### config.mk
export PLATFORM = sky130hd
export DESIGN_NAME = moving_average3_inverse
export DESIGN_NICKNAME = d
export VERILOG_FILES = /design/src/rtl/moving_average3_inverse.sv
export SDC_FILE = /design/constraint.sdc
export NUM_CORES = 1
export LEC_CHECK = 0
export ABC_AREA = 0
export BUFFER_PORTS_ARGS = -buffer_cell sky130_fd_sc_hd__buf_2
export CAP_MARGIN = 0
export CORE_ASPECT_RATIO = 0.7
export CORE_UTILIZATION = 45
export CTS_CLUSTER_DIAMETER = 150
export DETAILED_ROUTE_END_ITERATION = 6
export MAX_ROUTING_LAYER = met4
export PLACE_DENSITY_LB_ADDON = 0.25
export SLEW_MARGIN = 25
export SYNTH_ARGS = -nofsm -noshare
export SYNTH_HDL_FRONTEND = slang
export SYNTH_SLANG_ARGS = --single-unit
### constraint.sdc
create_clock -name system1000 -period 4.7 [get_ports system1000]
set_input_delay 0.94 -clock system1000 [delete_from_list [all_inputs] [get_ports system1000]]
set_output_delay 0.94 -clock system1000 [all_outputs]
set_load 0.01 [all_outputs]
### src/rtl/moving_average3_inverse.sv
// moving_average3_inverse: recovers signed samples x[n] from a WINDOW-tap moving-sum stream
//   system1000 / system1000_rst : clock, async active-high reset
//   clr_i                       : sync clear of history, output register and error flag
//   sum_i / sum_valid_i / sum_ready_o : moving-sum input handshake
//   x_o / x_valid_o / x_ready_i : recovered-sample output handshake
//   err_o                       : sticky saturation flag
module moving_average3_inverse #(
    parameter int WINDOW = 3,
    parameter int DW     = 8,
    parameter int SW     = 10
) (
    input  logic                 system1000,
    input  logic                 system1000_rst,
    input  logic                 clr_i,
    input  logic signed [SW-1:0] sum_i,
    input  logic                 sum_valid_i,
    output logic                 sum_ready_o,
    output logic signed [DW-1:0] x_o,
    output logic                 x_valid_o,
    input  logic                 x_ready_i,
    output logic                 err_o
);
    localparam logic signed [SW:0] MAX_V = {{(SW-DW+2){1'b0}}, {(DW-1){1'b1}}};
    localparam logic signed [SW:0] MIN_V = {{(SW-DW+2){1'b1}}, {(DW-1){1'b0}}};
    logic signed [DW-1:0] hist_q [1:WINDOW-1];
    logic signed [DW-1:0] hist_d [1:WINDOW-1];
    logic signed [SW:0]   run_q, run_d;
    logic signed [DW-1:0] x_q, x_d;
    logic                 xv_q, xv_d;
    logic                 err_q, err_d;
    logic signed [SW:0]   diff;
    logic signed [DW-1:0] x_sat;
    logic                 take, hi, lo;
    always_comb begin
        sum_ready_o = !clr_i && (!xv_q || x_ready_i);
        take = sum_valid_i && sum_ready_o;
        diff = {sum_i[SW-1], sum_i} - run_q;
        hi = diff > MAX_V;
        lo = diff < MIN_V;
        x_sat = hi ? MAX_V[DW-1:0] : lo ? MIN_V[DW-1:0] : diff[DW-1:0];
        hist_d = hist_q;
        run_d = run_q;
        x_d = x_q;
        xv_d = xv_q && !x_ready_i;
        err_d = err_q;
        if (clr_i) begin
            for (int k = 1; k < WINDOW; k++) hist_d[k] = '0;
            run_d = '0;
            x_d = '0;
            xv_d = 1'b0;
            err_d = 1'b0;
        end else if (take) begin
            x_d = x_sat;
            xv_d = 1'b1;
            err_d = err_q || hi || lo;
            // history and running sum track the saturated (emitted) value
            run_d = run_q + {{(SW+1-DW){x_sat[DW-1]}}, x_sat}
                          - {{(SW+1-DW){hist_q[WINDOW-1][DW-1]}}, hist_q[WINDOW-1]};
            hist_d[1] = x_sat;
            for (int k = 2; k < WINDOW; k++) hist_d[k] = hist_q[k-1];
        end
    end
    always_ff @(posedge system1000 or posedge system1000_rst) begin
        if (system1000_rst) begin
            for (int k = 1; k < WINDOW; k++) hist_q[k] <= '0;
            run_q <= '0;
            x_q <= '0;
            xv_q <= 1'b0;
            err_q <= 1'b0;
        end else begin
            hist_q <= hist_d;
            run_q <= run_d;
            x_q <= x_d;
            xv_q <= xv_d;
            err_q <= err_d;
        end
    end
    assign x_o = x_q;
    assign x_valid_o = xv_q;
    assign err_o = err_q;
endmodule

==> results of run 1 <==
-- cells in the mapped netlist, drive strengths merged --
cell type / instances / area share, %
o31a: 2 / 0.65
a211oi: 3 / 1.2
and2: 2 / 0.47
nor3b: 2 / 0.56
a21boi: 1 / 0.28
o21a: 4 / 1.1
a31o: 2 / 0.65
inv: 37 / 5.2
o211a: 2 / 0.75
nand2b: 4 / 0.94
nor4: 1 / 0.23
nand4: 2 / 0.47
buf: 9 / 2.5
o311ai: 4 / 2.0
nand2: 39 / 5.6
ha: 21 / 9.8
nand3: 22 / 4.3
a21o: 3 / 0.84
a31oi: 2 / 1.0
o211ai: 5 / 1.6
o221ai: 1 / 0.33
xnor2: 9 / 3.6
nor3: 1 / 0.19
a21oi: 16 / 3.4
dfrtp: 29 / 27
a311oi: 3 / 0.98
or4: 2 / 0.56
clkinv: 1 / 0.14
nor2: 14 / 2.0
fa: 11 / 8.2
o2111ai: 3 / 1.6
o21bai: 3 / 0.84
xor2: 4 / 1.3
o31ai: 2 / 0.75
a211o: 4 / 1.3
xnor3: 1 / 0.84
clkbuf: 7 / 0.98
o21ai: 19 / 3.6
and3: 1 / 0.23
a311o: 1 / 0.37
nor2b: 6 / 1.4
-- flip-flops by register name, indices dropped and copies added, names as in the netlist --
signal	cells
run_q	11
hist_q	16
x_valid_o	1
err_o	1
-- per-stage QoR --
stage          cells  cell area (um2)  hold slack (ns)  util, %  TNS [ns]
6_report         440             3300            0.503     57.6         0
5_1_grt          440             3300            0.545     57.6         0
4_1_cts          440             3240            0.497     56.5         0
3_5_place_dp     432             3130            0.486     54.7    -0.817
3_3_place_gp     432             3130            0.479     54.7    -0.321
2_1_floorplan    305             2690            0.462        -         0
-- layout make-up --
cell class | instances | share of cell area [%]
timing repair buffer | 68 | 13.7
clock inverter | 1 | 0.152
multi-input combinational | 222 | 54.1
clock buffer | 7 | 2.92
tap | 75 | 2.84
sequential | 29 | 22.0
inverter | 38 | 4.32
-- repair_timing --
| item | CTS | global route |
|---|---|---|
| resized for setup | 0 | 15 |
| hold buffers | 0 | 0 |
| endpoints found under the setup margin | 0 | 5 |
| endpoints found under the hold margin | 0 | 0 |
-- cells in the final DEF, fill, tap and decap left out, types with 6 or more instances in the layout --
cell type and count:
fa_1 9, buf_2 25, nor2_1 14, clkbuf_8 7, a21oi_1 12, ha_1 20
o21ai_0 16, nand3_1 21, inv_1 37, nand2_1 38, xnor2_1 8, dfrtp_1 29
buf_4 42, nor2b_1 6
-- tightest hold or removal path, delay by kind of cell, from the launching register on --
family           cells  cell delay (ns)
DFF                  1             0.37
and+or+nand+nor      2             0.11
-- path summary, 6_finish.rpt --
kind | slack (ns) | endpoint | from | cells past startpoint
setup / recovery | 0.17 | run_q[10] | sum_i[4] | 18
hold / removal | 0.50 | hist_q[0] | hist_q[8] | 2
setup reg to reg | 0.45 | run_q[10] | run_q[4] | 18
hold reg to reg | 0.50 | hist_q[0] | hist_q[8] | 2
max in group asynchronous | 3.69 | err_o | system1000_rst | 3
min in group asynchronous | 0.71 | run_q[7] | system1000_rst | 3
-- metal layers --
metal | wire length (um) | share of wire, % | vias up
li1 | - | - | 1174
met1 | 3670 | 54 | 1104
met2 | 2730 | 40 | 51
met3 | 324 | 4.7 | 11
met4 | 103 | 1.5 | 0
met5 | 0 | 0 | -
-- cells by family (layout without fill, tap and decap cells) --
family,Yosys count,after routing,share of synthesized area (%)
compound gates,80,80,23.3
xor+xnor,14,14,5.80
fa+ha+maj,32,32,18.1
buf+inv,54,114,8.84
flops,29,29,27.1
simple gates,96,96,16.9
==> impl_metrics.tcl, run 1 <==
set metrics [dict create \
    wl_um 6830 \
    cpPeakStageDelay_ns 0.50 \
    vias 2340 \
    fmax_mhz 221 \
    num_io_pins 26 \
    vias_per_cell 5.32 \
    wire_per_inst_um 15.5 \
    drv_cap 0 \
    cts_tree "yes" \
    fin_nets 411 \
    die_area_um2 6260 \
    num_rows 23 \
    die_h_um 66.5 \
    grt_start_max_net_pins 36 \
    ant_nets 0 \
    met3_usage_pct 4.22 \
    dp_slack_ns -0.273 \
    crit_arrival_ns 4.75 \
    post-route-drc-count 0 \
    ys_ff_latch 29 \
    use_met2_pct 35.6 \
    grt_pass1_vias 2228 \
    synth_cells 305 \
    io_buffers 25 \
    relSlewSlack_pct 56.1 \
    required_ns 4.92 \
    track_usage_pct 24.8 \
    cts_buffer_depth 2 \
    clk_pin_slew_ns 0.07 \
    setup_viol 0 \
    avgSynthCellArea_um2 8.77 \
    core_area_um2 5730 \
    antenna_cells 0 \
    synth_area_um2 2680 \
    outcome "completed" \
    use_met1_pct 36.0 \
    antenna_found_initial 0 \
    cts_setup_buffers 0 \
    path_class "input pin to register" \
    hold_viol_final 0 \
    synth_fp_nets 352 \
    critPathCaptureType "register" \
    die_w_um 94.2 \
    path_delay_family "compound AO/OA/AOI/OAI gates" \
    slowest_stage "fa_1" \
    drive_gt1_share_pct 27.4 \
    hpwlAfterDp_um 5390 \
    grt.overflow.total 0 \
    path_buf_inv 3 \
    routabilityCongestion 0.839 \
    finalCritPeriodShare_pct 96.4 \
    initialDrtViolationCount 83 \
    clk_latency_ns 0.29 \
    rsz0062_at_grt "false" \
    multiInputGateArea_um2 1790 \
    cts_htree_levels 2 \
    yosys.cell_types.count 52 \
    grt_pass1_wl_um 11200 \
    cts.sinks 29 \
    worst_slew_pin_slew_ns 0.655 \
    finalCriticalPeriod_ns 4.53 \
    seq_area_um2 726 \
    first_pass_iters 4 \
    setup_slack_ns 0.170 \
    synth_seq_area_share_pct 27.1 \
    initial_core_util_pct 46.7 \
    numCtsBuffers 5 \
    cp_max_fo 7 \
    area_growth_pct 23.4 \
    fillers 521 \
    clock-root-buffer "clkbuf_8" \
    final.setup_skew_ns 0.00659 \
    worstPathCellList "buf_2 > ha_1 > nand2_2 > a211o_1 > a211o_1 > o2111ai_4 > a31oi_4 > buf_6 > o21a_1 > fa_1 > inv_1 > ha_1 > o21ai_0 > a21oi_1 > o2111ai_2 > nand2_1 > xnor3_1 > o21ai_0" \
    busiest_layer "met1" \
    ys_warn_count 0 \
    drv_slew 0 \
    cp-start-kind "input pin" \
    hp-class "register to register" \
]
Power of run 1 is left out: the tool's default activity adds up to more than one toggle a clock period on the data nets, which glitch-free logic cannot reach.
==> run 2: changes to the inputs <==
CORE_UTILIZATION = 40   (was 45)
GPL_TIMING_DRIVEN = 0   (was not set)
==> run 2 against run 1 <==
  * Wire length down 2.4%
  * First-iteration DRC count up 61%
  * Count of clock-buffer cells in the layout is 2 lower
  * Flip-flop and latch count did not move
  * Non-clock buffer count shrank 16
  * Register-to-register slack better by 0.02 ns
  * Critical path depth up 2
  * Sequential share of layout area rose by 0.38 points
  * Global-route usage is 3.2 points lower
  * Die area is 12% higher
==> impl_metrics.tcl, run 2 (synthesis results as in run 1) <==
set metrics [dict create \
    fin_nets 395 \
    r2r_start "run_q[0]" \
    die_h_um 70.4 \
    cp-startpoint "sum_i[0]" \
    clk_pin_slew_ns 0.07 \
    dp_cells 421 \
    worstPathCellList "buf_2 > inv_1 > ha_2 > inv_1 > fa_2 > a21oi_4 > o211a_1 > o221ai_2 > nand3_4 > o31a_1 > o21ai_2 > fa_2 > inv_1 > ha_1 > a21o_1 > a21oi_1 > o21bai_2 > a21boi_1 > or4_1 > nand3_1" \
    die_w_um 99.7 \
    grt_start_max_net_pins 30 \
    drive_gt1_share_pct 26.4 \
    drv_cap 0 \
    hold_viol_final 0 \
    layout_common_cells "nand2_1, inv_1, dfrtp_1" \
    relSlewSlack_pct 54.2 \
    path_class "input pin to register" \
    holdCritStartpoint "hist_q[13]" \
    cpPeakStageDelay_ns 0.56 \
    hold-path-endpoint "hist_q[5]" \
    cts_htree_levels 2 \
    drv_slew 0 \
    setup_viol 0 \
    final.setup_skew_ns 0.00977 \
    first_pass_iters 4 \
    grt.overflow.total 0 \
    cpMostUsedCell "inv_1" \
    ant_nets 0 \
    wl_um 6670 \
    outcome "completed" \
    track_usage_pct 21.6 \
    required_ns 4.93 \
    reg_top3 "hist_q (16), run_q (11)" \
    hpwlAfterDp_um 4980 \
    worst_slew_pin_slew_ns 0.684 \
    routabilityCongestion 0.867 \
    core_area_um2 6340 \
    initial_core_util_pct 42.2 \
    num_io_pins 26 \
    grt_pass1_wl_um 11200 \
    cp-start-kind "input pin" \
    finish.utilization_pct 51.2 \
    die_area_um2 7020 \
    wire_per_inst_um 15.2 \
    io_buffers 25 \
    reg2reg_depth 18 \
    timing.rr.end "run_q[7]" \
    fillers 597 \
    critPathCaptureType "register" \
    cts.sinks 29 \
    clock-root-buffer "clkbuf_8" \
    antenna_cells 0 \
    post-route-drc-count 0 \
    finalCriticalPeriod_ns 4.55 \
    largest_reg_flops 16 \
    rrSetupSlack_ns 0.47 \
    antenna_found_initial 0 \
    layout_commonest_cell "nand2_1" \
    rsz0062_at_grt "true" \
    vias 2294 \
    slowest_stage "fa_2" \
    cts_tree "yes" \
    numCtsBuffers 5 \
    cts_buffer_depth 2 \
    hp-class "register to register" \
    finalCritPeriodShare_pct 96.9 \
    num_rows 24 \
    area_growth_pct 21.3 \
    initialDrtViolationCount 134 \
    path_delay_family "compound AO/OA/AOI/OAI gates" \
    fin_cells 440 \
    crit_arrival_ns 4.78 \
    path_buf_inv 4 \
    clk_latency_ns 0.30 \
    grt_pass1_vias 2252 \
    fmax_mhz 220 \
    hold_depth 2 \
    largest-register "hist_q" \
    vias_per_cell 5.21 \
    cp_max_fo 8 \
]
run 2: repair_timing:
action	CTS	global route
hold buffers	0	0
resized for setup	8	24
endpoints found under the hold margin	0	0
setup buffers	7	5
pin swaps	11	21
setup endpoints to repair	2	6
run 2: cell type report:
class	count	area, um2	share of cell area [%]
clock inverter	3	17.5	0.540
inverter	38	143	4.40
clock buffer	5	68.8	2.12
tap	91	114	3.51
multi-input combinational	222	1870	57.7
buffer	15	90.1	2.78
sequential	29	726	22.4
timing repair buffer	37	215	6.63
run 2: per-stage QoR:
stage / setup TNS [ns] / hold WS (ns) / area [um2] / setup WS, ns
after detailed placement: -1.89 / 0.481 / 2930 / -0.530
after CTS: 0 / 0.497 / 3110 / 0.00403
final: 0 / 0.494 / 3240 / 0.146
after floorplan: 0 / 0.462 / 2690 / 0.00915
after global routing: -0.109 / 0.536 / 3240 / -0.0339
after global placement: -1.85 / 0.478 / 2930 / -0.507
run 2: worst max path at each step:
| stage | end | slack (ns) | cells past startpoint |
|---|---|---|---|
| finish | run_q[7] | 0.15 | 20 |
| CTS | run_q[10] | 0.004 | 17 |
| floorplan | run_q[10] | 0.009 | 18 |
| detailed placement | run_q[10] | -0.53 | 22 |
| global placement | run_q[10] | -0.51 | 19 |
| global route | run_q[7] | -0.03 | 20 |
run 2: worst register-to-register path, stage by stage, from the launching register on:
cell      delay [ns]
dfrtp_1         0.42
ha_2            0.21
inv_1           0.06
fa_2            0.41
a21oi_4         0.21
o211a_1         0.25
o221ai_2        0.14
nand3_4         0.16
o31a_1          0.23
o21ai_2         0.09
fa_2            0.56
inv_1           0.05
ha_1            0.27
a21o_1          0.10
a21oi_1         0.10
o21bai_2        0.21
a21boi_1        0.11
or4_1           0.48
nand3_1         0.09
run 2: routing by layer:
layer	GRT usage [%]	wire length (um)	part of all wire, %
met1	31.7	3500	52
met2	30.6	2760	41
met3	3.80	316	4.7
met4	5.23	91	1.4
met5	-	0	0
Power of run 2 is left out for the same reason.
